## config.mk

```make
export PLATFORM = sky130hd
export DESIGN_NAME = cpu6_trap_ctrl_flat
export DESIGN_NICKNAME = d
export VERILOG_FILES = /design/src/rtl/cpu6_trap_ctrl_if.sv /design/src/rtl/cpu6_trap_ctrl.sv /design/src/flat_wrapper.sv
export SDC_FILE = /design/constraint.sdc
export NUM_CORES = 1
export LEC_CHECK = 0
export BUFFER_PORTS_ARGS = -buffer_cell sky130_fd_sc_hd__buf_2
export CAP_MARGIN = 20
export CORE_MARGIN = 1
export CORE_UTILIZATION = 25
export CTS_BUF_LIST = sky130_fd_sc_hd__clkbuf_8
export DETAILED_ROUTE_END_ITERATION = 7
export PLACE_DENSITY_LB_ADDON = 0.05
export SLEW_MARGIN = 20
export SYNTH_ARGS = -nofsm -noshare
export SYNTH_HDL_FRONTEND = slang
export SYNTH_SLANG_ARGS = --single-unit
```

## constraint.sdc

```tcl
create_clock -name clk -period 1.9 [get_ports clk]
set_input_delay 0.095 -clock clk [delete_from_list [all_inputs] [get_ports clk]]
set_output_delay 0.095 -clock clk [all_outputs]
set_load 0.03 [all_outputs]
```

## src/rtl/cpu6_trap_ctrl_if.sv

```systemverilog
// rtl/cpu6_trap_ctrl_if.sv - datapath <-> trap sequencer signal bundle
// master = datapath side (requests, acks, CSRs); slave = trap controller.
interface cpu6_trap_ctrl_if #(
  parameter int XLEN = 32
);
  logic            ecall_req;
  logic            mret_req;
  logic            irq;
  logic            irq_en;
  logic [XLEN-1:0] pcE;
  logic [XLEN-1:0] pcnextE;
  logic [XLEN-1:0] csr_mtvec;
  logic [XLEN-1:0] csr_mepc;
  logic            empty_pipeline_ackW;
  logic            empty_pipeline_reqE;
  logic [XLEN-1:0] excp_mepc;
  logic            excp_mepc_ena;
  logic [XLEN-1:0] excp_mcause;
  logic [XLEN-1:0] redirect_pc;
  logic            redirect_ena;
  logic            stall_fetch;
  logic            busy;

  modport master (
    output ecall_req, mret_req, irq, irq_en, pcE, pcnextE,
           csr_mtvec, csr_mepc, empty_pipeline_ackW,
    input  empty_pipeline_reqE, excp_mepc, excp_mepc_ena, excp_mcause,
           redirect_pc, redirect_ena, stall_fetch, busy
  );

  modport slave (
    input  ecall_req, mret_req, irq, irq_en, pcE, pcnextE,
           csr_mtvec, csr_mepc, empty_pipeline_ackW,
    output empty_pipeline_reqE, excp_mepc, excp_mepc_ena, excp_mcause,
           redirect_pc, redirect_ena, stall_fetch, busy
  );
endinterface

```

## src/rtl/cpu6_trap_ctrl.sv

```systemverilog
// rtl/cpu6_trap_ctrl.sv - trap sequencer: drain pipeline, save mepc/mcause, redirect PC
// Moore FSM; every output is a decode of registered state (plus CSR values in REDIRECT).
module cpu6_trap_ctrl #(
  parameter int XLEN          = 32,
  parameter int DRAIN_TIMEOUT = 8
) (
  input logic             clk,
  input logic             reset,
  cpu6_trap_ctrl_if.slave bus
);

  typedef enum logic [1:0] {
    ST_IDLE,
    ST_DRAIN,
    ST_SAVE,
    ST_REDIRECT
  } state_t;

  typedef enum logic [1:0] {
    K_NONE,
    K_ECALL,
    K_MRET,
    K_IRQ
  } kind_t;

  localparam logic [3:0]      CNT_LAST     = 4'(DRAIN_TIMEOUT - 1);
  localparam logic [XLEN-1:0] ALIGN_MASK   = {{(XLEN-2){1'b1}}, 2'b00};
  localparam logic [XLEN-1:0] MCAUSE_ECALL = XLEN'(11);
  localparam logic [XLEN-1:0] MCAUSE_IRQ   = {1'b1, {(XLEN-1){1'b0}}} | XLEN'(11);

  state_t          state, state_n;
  kind_t           kind, kind_n;
  logic [XLEN-1:0] pc_lat, pc_n;
  logic [3:0]      cnt, cnt_n;
  logic            pulse, pulse_n;

  always_ff @(posedge clk) begin
    if (reset) begin
      state  <= ST_IDLE;
      kind   <= K_NONE;
      pc_lat <= '0;
      cnt    <= '0;
      pulse  <= 1'b0;
    end else begin
      state  <= state_n;
      kind   <= kind_n;
      pc_lat <= pc_n;
      cnt    <= cnt_n;
      pulse  <= pulse_n;
    end
  end

  always_comb begin
    state_n = state;
    kind_n  = kind;
    pc_n    = pc_lat;
    cnt_n   = cnt;
    pulse_n = 1'b0;
    case (state)
      ST_IDLE: begin
        if (bus.ecall_req) begin
          kind_n  = K_ECALL;
          pc_n    = bus.pcE;
          state_n = ST_DRAIN;
        end else if (bus.mret_req) begin
          kind_n  = K_MRET;
          state_n = ST_DRAIN;
        end else if (bus.irq && bus.irq_en) begin
          // The E instruction retires, so the interrupt returns to its successor.
          kind_n  = K_IRQ;
          pc_n    = bus.pcnextE;
          state_n = ST_DRAIN;
        end
        if (state_n == ST_DRAIN) begin
          cnt_n   = '0;
          pulse_n = 1'b1;
        end
      end
      ST_DRAIN: begin
        // Ack beats a coincident timeout so no stray token is injected.
        if (bus.empty_pipeline_ackW) begin
          cnt_n   = '0;
          state_n = (kind == K_MRET) ? ST_REDIRECT : ST_SAVE;
        end else if (cnt == CNT_LAST) begin
          cnt_n   = '0;
          pulse_n = 1'b1;
        end else begin
          cnt_n = cnt + 4'd1;
        end
      end
      ST_SAVE:     state_n = ST_REDIRECT;
      ST_REDIRECT: state_n = ST_IDLE;
      default:     state_n = ST_IDLE;
    endcase
  end

  always_comb begin
    bus.empty_pipeline_reqE = 1'b0;
    bus.excp_mepc           = '0;
    bus.excp_mepc_ena       = 1'b0;
    bus.excp_mcause         = '0;
    bus.redirect_pc         = '0;
    bus.redirect_ena        = 1'b0;
    bus.busy                = (state != ST_IDLE);
    bus.stall_fetch         = (state != ST_IDLE);
    case (state)
      ST_DRAIN: bus.empty_pipeline_reqE = pulse;
      ST_SAVE: begin
        bus.excp_mepc_ena = 1'b1;
        bus.excp_mepc     = pc_lat;
        bus.excp_mcause   = (kind == K_IRQ) ? MCAUSE_IRQ : MCAUSE_ECALL;
      end
      ST_REDIRECT: begin
        // CSRs read live here so writes retired during the drain are seen.
        bus.redirect_ena = 1'b1;
        bus.redirect_pc  = ((kind == K_MRET) ? bus.csr_mepc : bus.csr_mtvec) & ALIGN_MASK;
      end
      default: ;
    endcase
  end

endmodule

```

## src/flat_wrapper.sv

```systemverilog
// flat-port wrapper written by rule: the top's interface ports become plain ports
module cpu6_trap_ctrl_flat 
#(
  parameter int XLEN          = 32,
  parameter int DRAIN_TIMEOUT = 8
)
  (clk, reset, bus_ecall_req, bus_mret_req, bus_irq, bus_irq_en, bus_pcE, bus_pcnextE, bus_csr_mtvec, bus_csr_mepc, bus_empty_pipeline_ackW, bus_empty_pipeline_reqE, bus_excp_mepc, bus_excp_mepc_ena, bus_excp_mcause, bus_redirect_pc, bus_redirect_ena, bus_stall_fetch, bus_busy);
  cpu6_trap_ctrl_if #(.XLEN(XLEN)) bus_i ();
  input logic clk;
  input logic reset;
  input wire logic [$bits(bus_i.ecall_req)-1:0] bus_ecall_req;
  input wire logic [$bits(bus_i.mret_req)-1:0] bus_mret_req;
  input wire logic [$bits(bus_i.irq)-1:0] bus_irq;
  input wire logic [$bits(bus_i.irq_en)-1:0] bus_irq_en;
  input wire logic [$bits(bus_i.pcE)-1:0] bus_pcE;
  input wire logic [$bits(bus_i.pcnextE)-1:0] bus_pcnextE;
  input wire logic [$bits(bus_i.csr_mtvec)-1:0] bus_csr_mtvec;
  input wire logic [$bits(bus_i.csr_mepc)-1:0] bus_csr_mepc;
  input wire logic [$bits(bus_i.empty_pipeline_ackW)-1:0] bus_empty_pipeline_ackW;
  output wire logic [$bits(bus_i.empty_pipeline_reqE)-1:0] bus_empty_pipeline_reqE;
  output wire logic [$bits(bus_i.excp_mepc)-1:0] bus_excp_mepc;
  output wire logic [$bits(bus_i.excp_mepc_ena)-1:0] bus_excp_mepc_ena;
  output wire logic [$bits(bus_i.excp_mcause)-1:0] bus_excp_mcause;
  output wire logic [$bits(bus_i.redirect_pc)-1:0] bus_redirect_pc;
  output wire logic [$bits(bus_i.redirect_ena)-1:0] bus_redirect_ena;
  output wire logic [$bits(bus_i.stall_fetch)-1:0] bus_stall_fetch;
  output wire logic [$bits(bus_i.busy)-1:0] bus_busy;
  assign bus_i.ecall_req = bus_ecall_req;
  assign bus_i.mret_req = bus_mret_req;
  assign bus_i.irq = bus_irq;
  assign bus_i.irq_en = bus_irq_en;
  assign bus_i.pcE = bus_pcE;
  assign bus_i.pcnextE = bus_pcnextE;
  assign bus_i.csr_mtvec = bus_csr_mtvec;
  assign bus_i.csr_mepc = bus_csr_mepc;
  assign bus_i.empty_pipeline_ackW = bus_empty_pipeline_ackW;
  assign bus_empty_pipeline_reqE = bus_i.empty_pipeline_reqE;
  assign bus_excp_mepc = bus_i.excp_mepc;
  assign bus_excp_mepc_ena = bus_i.excp_mepc_ena;
  assign bus_excp_mcause = bus_i.excp_mcause;
  assign bus_redirect_pc = bus_i.redirect_pc;
  assign bus_redirect_ena = bus_i.redirect_ena;
  assign bus_stall_fetch = bus_i.stall_fetch;
  assign bus_busy = bus_i.busy;
  cpu6_trap_ctrl #(.XLEN(XLEN), .DRAIN_TIMEOUT(DRAIN_TIMEOUT)) u_core (.clk(clk), .reset(reset), .bus(bus_i));
endmodule
```

After elaboration in Yosys (flattened, before gate mapping)
Index checks and enable logic that the tools add are counted.
{"block": "word_totals", "register_bits": 41, "latch_bits": 0, "mem_bits_rw": 0, "mem_bits_ro": 0, "in_bits": 135, "output_inout_bits": 101, "word_cells": 54, "n_memories": 0}
{"block": "op_classes", "n_addsub": 1, "multipliers": 0, "n_div": 0, "n_lt_le_gt_ge": 0, "n_eq_ne": 10, "shift": 0, "mux": 29, "bitwise_logic": 0, "reduce_logical": 9}
{"op": "32-bit 2-to-1 mux", "n": 8}
{"op": "2-bit 2-to-1 mux", "n": 8}
{"op": "4-bit 2-to-1 mux", "n": 3}
{"op": "2-bit equality test (second input constant)", "n": 4}
{"op": "2-bit one-hot mux with 4 select lines", "n": 1}
{"op": "4-bit one-hot mux with 2 select lines", "n": 1}
{"op": "1-bit 2-to-1 mux", "n": 7}
{"op": "2-bit nonzero test", "n": 3}
{"op": "4-bit by 1-bit adder with 4-bit output (second input constant)", "n": 1}
{"op": "2-bit by 1-bit equality test with 1-bit output (second input constant)", "n": 2}
{"op": "4-bit by 3-bit equality test with 1-bit output (second input constant)", "n": 1}
{"op": "2-bit inequality test (second input constant)", "n": 2}
{"op": "2-bit AND reduction", "n": 2}
{"op": "3-bit AND reduction", "n": 1}
{"op": "3-bit nonzero test", "n": 1}
{"op": "2-bit logical NOT", "n": 1}
{"op": "2-bit by 1-bit inequality test with 1-bit output (second input constant)", "n": 1}
{"op": "1-bit one-hot mux with 2 select lines", "n": 1}
{"op": "1-bit logical AND", "n": 1}

Depth between registers and ports, before layout
{"block": "logic_depth", "depth_word": 8, "depth_mapped": 8, "mapped_depth_nobuf": 6}

Worst setup path before layout
OpenSTA, ideal clock, no wires.
{"block": "synth_path", "kind": "reg2out", "startpoint": "reg u_core.state[0]", "endpoint": "out bus_redirect_pc[10]", "t_arrival_ns": 1.758, "required_time_ns": 1.805, "setup_slack_ns": 0.047, "path_stages_with_launch": 4, "n_path_buf": 1, "cell_sequence": "dfxtp_1 > ha_1 > clkbuf_1 > a21boi_0"}
{"block": "synth_between", "elab_chain_len": 2}
{"element": "from (decl)", "line": "cpu6_trap_ctrl.sv:31", "rtl": "state_t state, state_n;"}
{"element": "from (signal assigned)", "line": "cpu6_trap_ctrl.sv:45", "rtl": "state <= state_n;"}
{"element": "2-bit equality test", "line": "cpu6_trap_ctrl.sv:106", "rtl": "case (state)"}
{"element": "32-bit 2-to-1 mux", "line": "cpu6_trap_ctrl.sv:106"}
{"element": "to (decl)", "line": "flat_wrapper.sv:24", "rtl": "output wire logic [$bits(bus_i.redirect_pc)-1:0] bus_redirect_pc;"}
No other way between the ends.

Worst setup path after layout
{"block": "layout_path", "startpoint": "reg u_core.kind[1]", "endpoint": "out bus_redirect_pc[14]"}
{"block": "layout_between", "elab_chain_len": 3}
{"element": "from (decl)", "line": "cpu6_trap_ctrl.sv:32", "rtl": "kind_t kind, kind_n;"}
{"element": "from (signal assigned)", "line": "cpu6_trap_ctrl.sv:46", "rtl": "kind <= kind_n;"}
{"element": "2-bit equality test", "line": "cpu6_trap_ctrl.sv:116", "rtl": "bus.redirect_pc = ((kind == K_MRET) ? bus.csr_mepc : bus.csr_mtvec) & ALIGN_MASK;"}
{"element": "32-bit 2-to-1 mux", "line": "cpu6_trap_ctrl.sv:116"}
{"element": "32-bit 2-to-1 mux", "line": "cpu6_trap_ctrl.sv:106"}
No other way between the ends.

==> impl_results.md <==
* Highest metal used: met4
* Final nets at 702
* Number of buffers added by the clock tree synthesis step at 5
* Pins over their slew limit at 0
* Instance area at placement at 4079 sq um
* Clock tree root driver cell: sky130_fd_sc_hd__clkbuf_8
* Max_slew headroom at 0.6312
* CP max FO at 30
* Drt drc at 0
* Sum of negative setup slack at 0 ns
* Highest achievable clock rate at just under 600 MHz
* Post-Route Hold Slack at 0.1269 ns
* Die X-Extent at 112.4 microns
* Static leakage at 2.176 nW
* Placement Rows at 39
* Leading post-synthesis cells by cell area: sky130_fd_sc_hd__dfxtp_1 27%, sky130_fd_sc_hd__mux2i_1 11%, sky130_fd_sc_hd__buf_4 9.1%
* Post-route standard cell area excluding fillers at 4172 sq um
* Length of the first detailed-routing pass in iterations at 4
* Post-Route WL at 8893 microns
* Post-layout minimum cycle time at 1.723 ns
* Final Hold Fails at 0
* Initial standard-cell utilization of the core at 0.2613
* CTS clk-pin slew, worst paths at 0.08 ns
* Vias per inst at 4.248
* CTS H-tree depth at 2
* Sum of net half-perimeters after detailed placement at a little under 7000 microns
* Power spent charging and discharging nets at 2.282 mW
* ANT nets after route at 0
* Kind of start point of the critical path: register
* Instance count of the mapped netlist at 375
* Number of maximum-capacitance constraint violations at 0
* VDD IR max at 383.2 uV
* Post-synth EDFFs at 0
* Main synth FF type: sky130_fd_sc_hd__dfxtp_1
* Number of DRC violations after detailed-routing iteration 0 at 71
* Post-CTS Setup Bufs at 0
* Switching fraction of total power at 0.4830
* Layout cells sized above 1 at 0.4555
* Average wire per cell in the routed design at approximately 13 microns
* Growth of design area from synthesis to finish at 36.86%
* CTS tree: yes
* Worst Max-Slew Pin Slew at between 0.5 and 0.6 ns
* Min setup slack post-route at between 0.15 and 0.2 ns
* Worst min path class: input pin to register
* Gpl congestion at 0.7497
* Worst setup slack after placement at 0.2352 ns
* Count of clock tree sinks at 41
* Core Region at 11,660 sq um
* Antenna diode instance count at 0
* PortBufs at approximately 200
* Final Cycle Share at 0.9068
* List of most frequent post-synthesis cells: 64 x sky130_fd_sc_hd__nand2_1, 41 x sky130_fd_sc_hd__dfxtp_1, 37 x sky130_fd_sc_hd__buf_4
* Clock latency on the worst-skew pair at 0.29 ns
* Avg Synthesized Cell Area at 8.128 sq um
* Setup repair after global routing missed its margin: false
* Logic pwr share at 0.610
* Number of register bits inferred by synthesis at 41
* Met3 layer wire length in the routed design at roughly 570 microns
* Post-route total power at 4.724 mW
* Design internal power at approximately 2.4 mW
* Top-level port count at between 200 and 250
* Total die area at about 13,000 sq um
* Wire length of the first global-routing pass at 13,830 microns
* Hold-fix buffers at CTS at 0
* Pin count of the biggest net entering global routing at 37
* Final number of setup-violating endpoints at 0
* Fraction of synthesis flops using an asynchronous set or reset pin at 0
* Placed Instances at 698
* Number of global-route vias before repair at around 2,800
* Deepest clock path buffer count at 2
* Part of the total power dissipated in the clock network at 0.118
* Dominant cell by count in the synthesized netlist: sky130_fd_sc_hd__nand2_1
* Crit end category: output port
* Part of the Yosys area used for sequential elements at 0.2693
* Met2 WL post-DR at about 4600 microns
* Worst EP arrival at 1.63 ns
* Layout Utilization at 0.3577
* Worst clock skew at just over 0.01 ns
* Vertical die dimension at 112.4 microns
* Leftover overflow at the end of global routing at 0
* Share of Yosys cell area claimed by the top area cell type at 0.2693
* Cell type with the largest total area after synthesis: sky130_fd_sc_hd__dfxtp_1
* Cell area power density at between 1000 and 1500 nW/um^2
* Number of synthesis warnings at 0
* Share of power burned in registers at 0.272
* Global routing usage summed across all routing layers at 0.1380
* Vias post-DR at 2,995
* Number of distinct library cells after synthesis at 36
* Req. time, crit path at 1.80 ns
* Setup Crit Path Kind: register to output port
* Outcome: complete, no violations
* Number of antenna violations at the first check in global routing at 0
* Cell area after synthesis at 3048 sq um
* Post-layout instance count excluding filler cells at ~700
* Metal1 wirelength at 3638 microns
==> power groups by stage <==
stage | clock (mW) | combinational, mW | sequential [mW]
after floorplan | 0 | 2.27 | 1.26
after global placement | 0 | 2.90 | 1.29
after detailed placement | 0 | 2.93 | 1.30
after CTS | 0.602 | 2.94 | 1.28
after global routing | 0.637 | 3.19 | 1.32
final | 0.557 | 2.88 | 1.28
==> worst max-delay path: stages, from the launching register on <==
cell	delay, ns
sky130_fd_sc_hd__dfxtp_1	0.39
sky130_fd_sc_hd__inv_1	0.08
sky130_fd_sc_hd__nor2_2	0.13
sky130_fd_sc_hd__buf_12	0.19
sky130_fd_sc_hd__nand2_1	0.06
sky130_fd_sc_hd__a21boi_0	0.22
sky130_fd_sc_hd__buf_2	0.25
==> cell type report <==
cell class                      instances  area, sq um
Fill cell                            1256         7491
Multi-Input combinational cell        296         1922
Timing Repair Buffer                  213         1150
Sequential cell                        41        820.8
Tap cell                              143        178.9
Clock buffer                            5        68.82
Inverter                                5        18.77
Clock inverter                          2        12.51
==> per-layer routing <==
layer  global-route usage  up-vias
met3              0.03024        8
met1               0.1562     1284
met2               0.2625      127
met4              0.03022        0
li1                     -     1576
met5                    0        -
==> registers in the layout, summed over array words and instances (netlist names) <==
register / cells
u_core.pc_lat: 32
u_core.cnt: 4
u_core.kind: 2
u_core.state: 2
u_core.pulse: 1
==> final timing paths <==
kind | from | end | slack, ns | depth (start not counted)
worst max-delay path | u_core.kind[1]$_SDFFE_PP0P_ | bus_redirect_pc[14] | 0.18 | 6
worst max register to register | u_core.state[0]$_SDFFE_PP0P_ | u_core.cnt[2]$_SDFFE_PP0P_ | 0.24 | 6
worst min-delay path | bus_pcnextE[19] | u_core.pc_lat[19]$_SDFFE_PP0P_ | 0.13 | 3
worst min register to register | u_core.cnt[3]$_SDFFE_PP0P_ | u_core.cnt[3]$_SDFFE_PP0P_ | 0.49 | 2
==> timing repair <==
item,in CTS,in global routing
pin swaps,0,0
gates resized for setup,1,3
setup endpoints to repair,13,4
==> cell usage in the layout, fill, tap and decap left out, drive strengths merged, types with 2 or more instances in the layout <==
master	netlist	routed
a21boi	31	31
nand2b	5	5
and2	34	34
clkbuf	18	5
nand3	2	2
mux2i	34	34
dfxtp	41	41
conb	1	30
ha	5	5
inv	5	6
nand2	64	64
a211oi	34	34
buf	44	213
a21oi	4	4
nor3	3	3
nor2b	2	2
nand3b	2	2
nor2	37	37
==> logic make-up after synthesis <==
group	count (synthesis)	synth area share
and+or+nand+nor	152	0.2373
AOI/OAI and AO/OA	75	0.2184
buffers and inverters	67	0.1416
DFF	41	0.2693
muxes	34	0.1117
adders and majority gates	5	0.02053
other	1	0.001230
(Power assumes the default switching activity.)
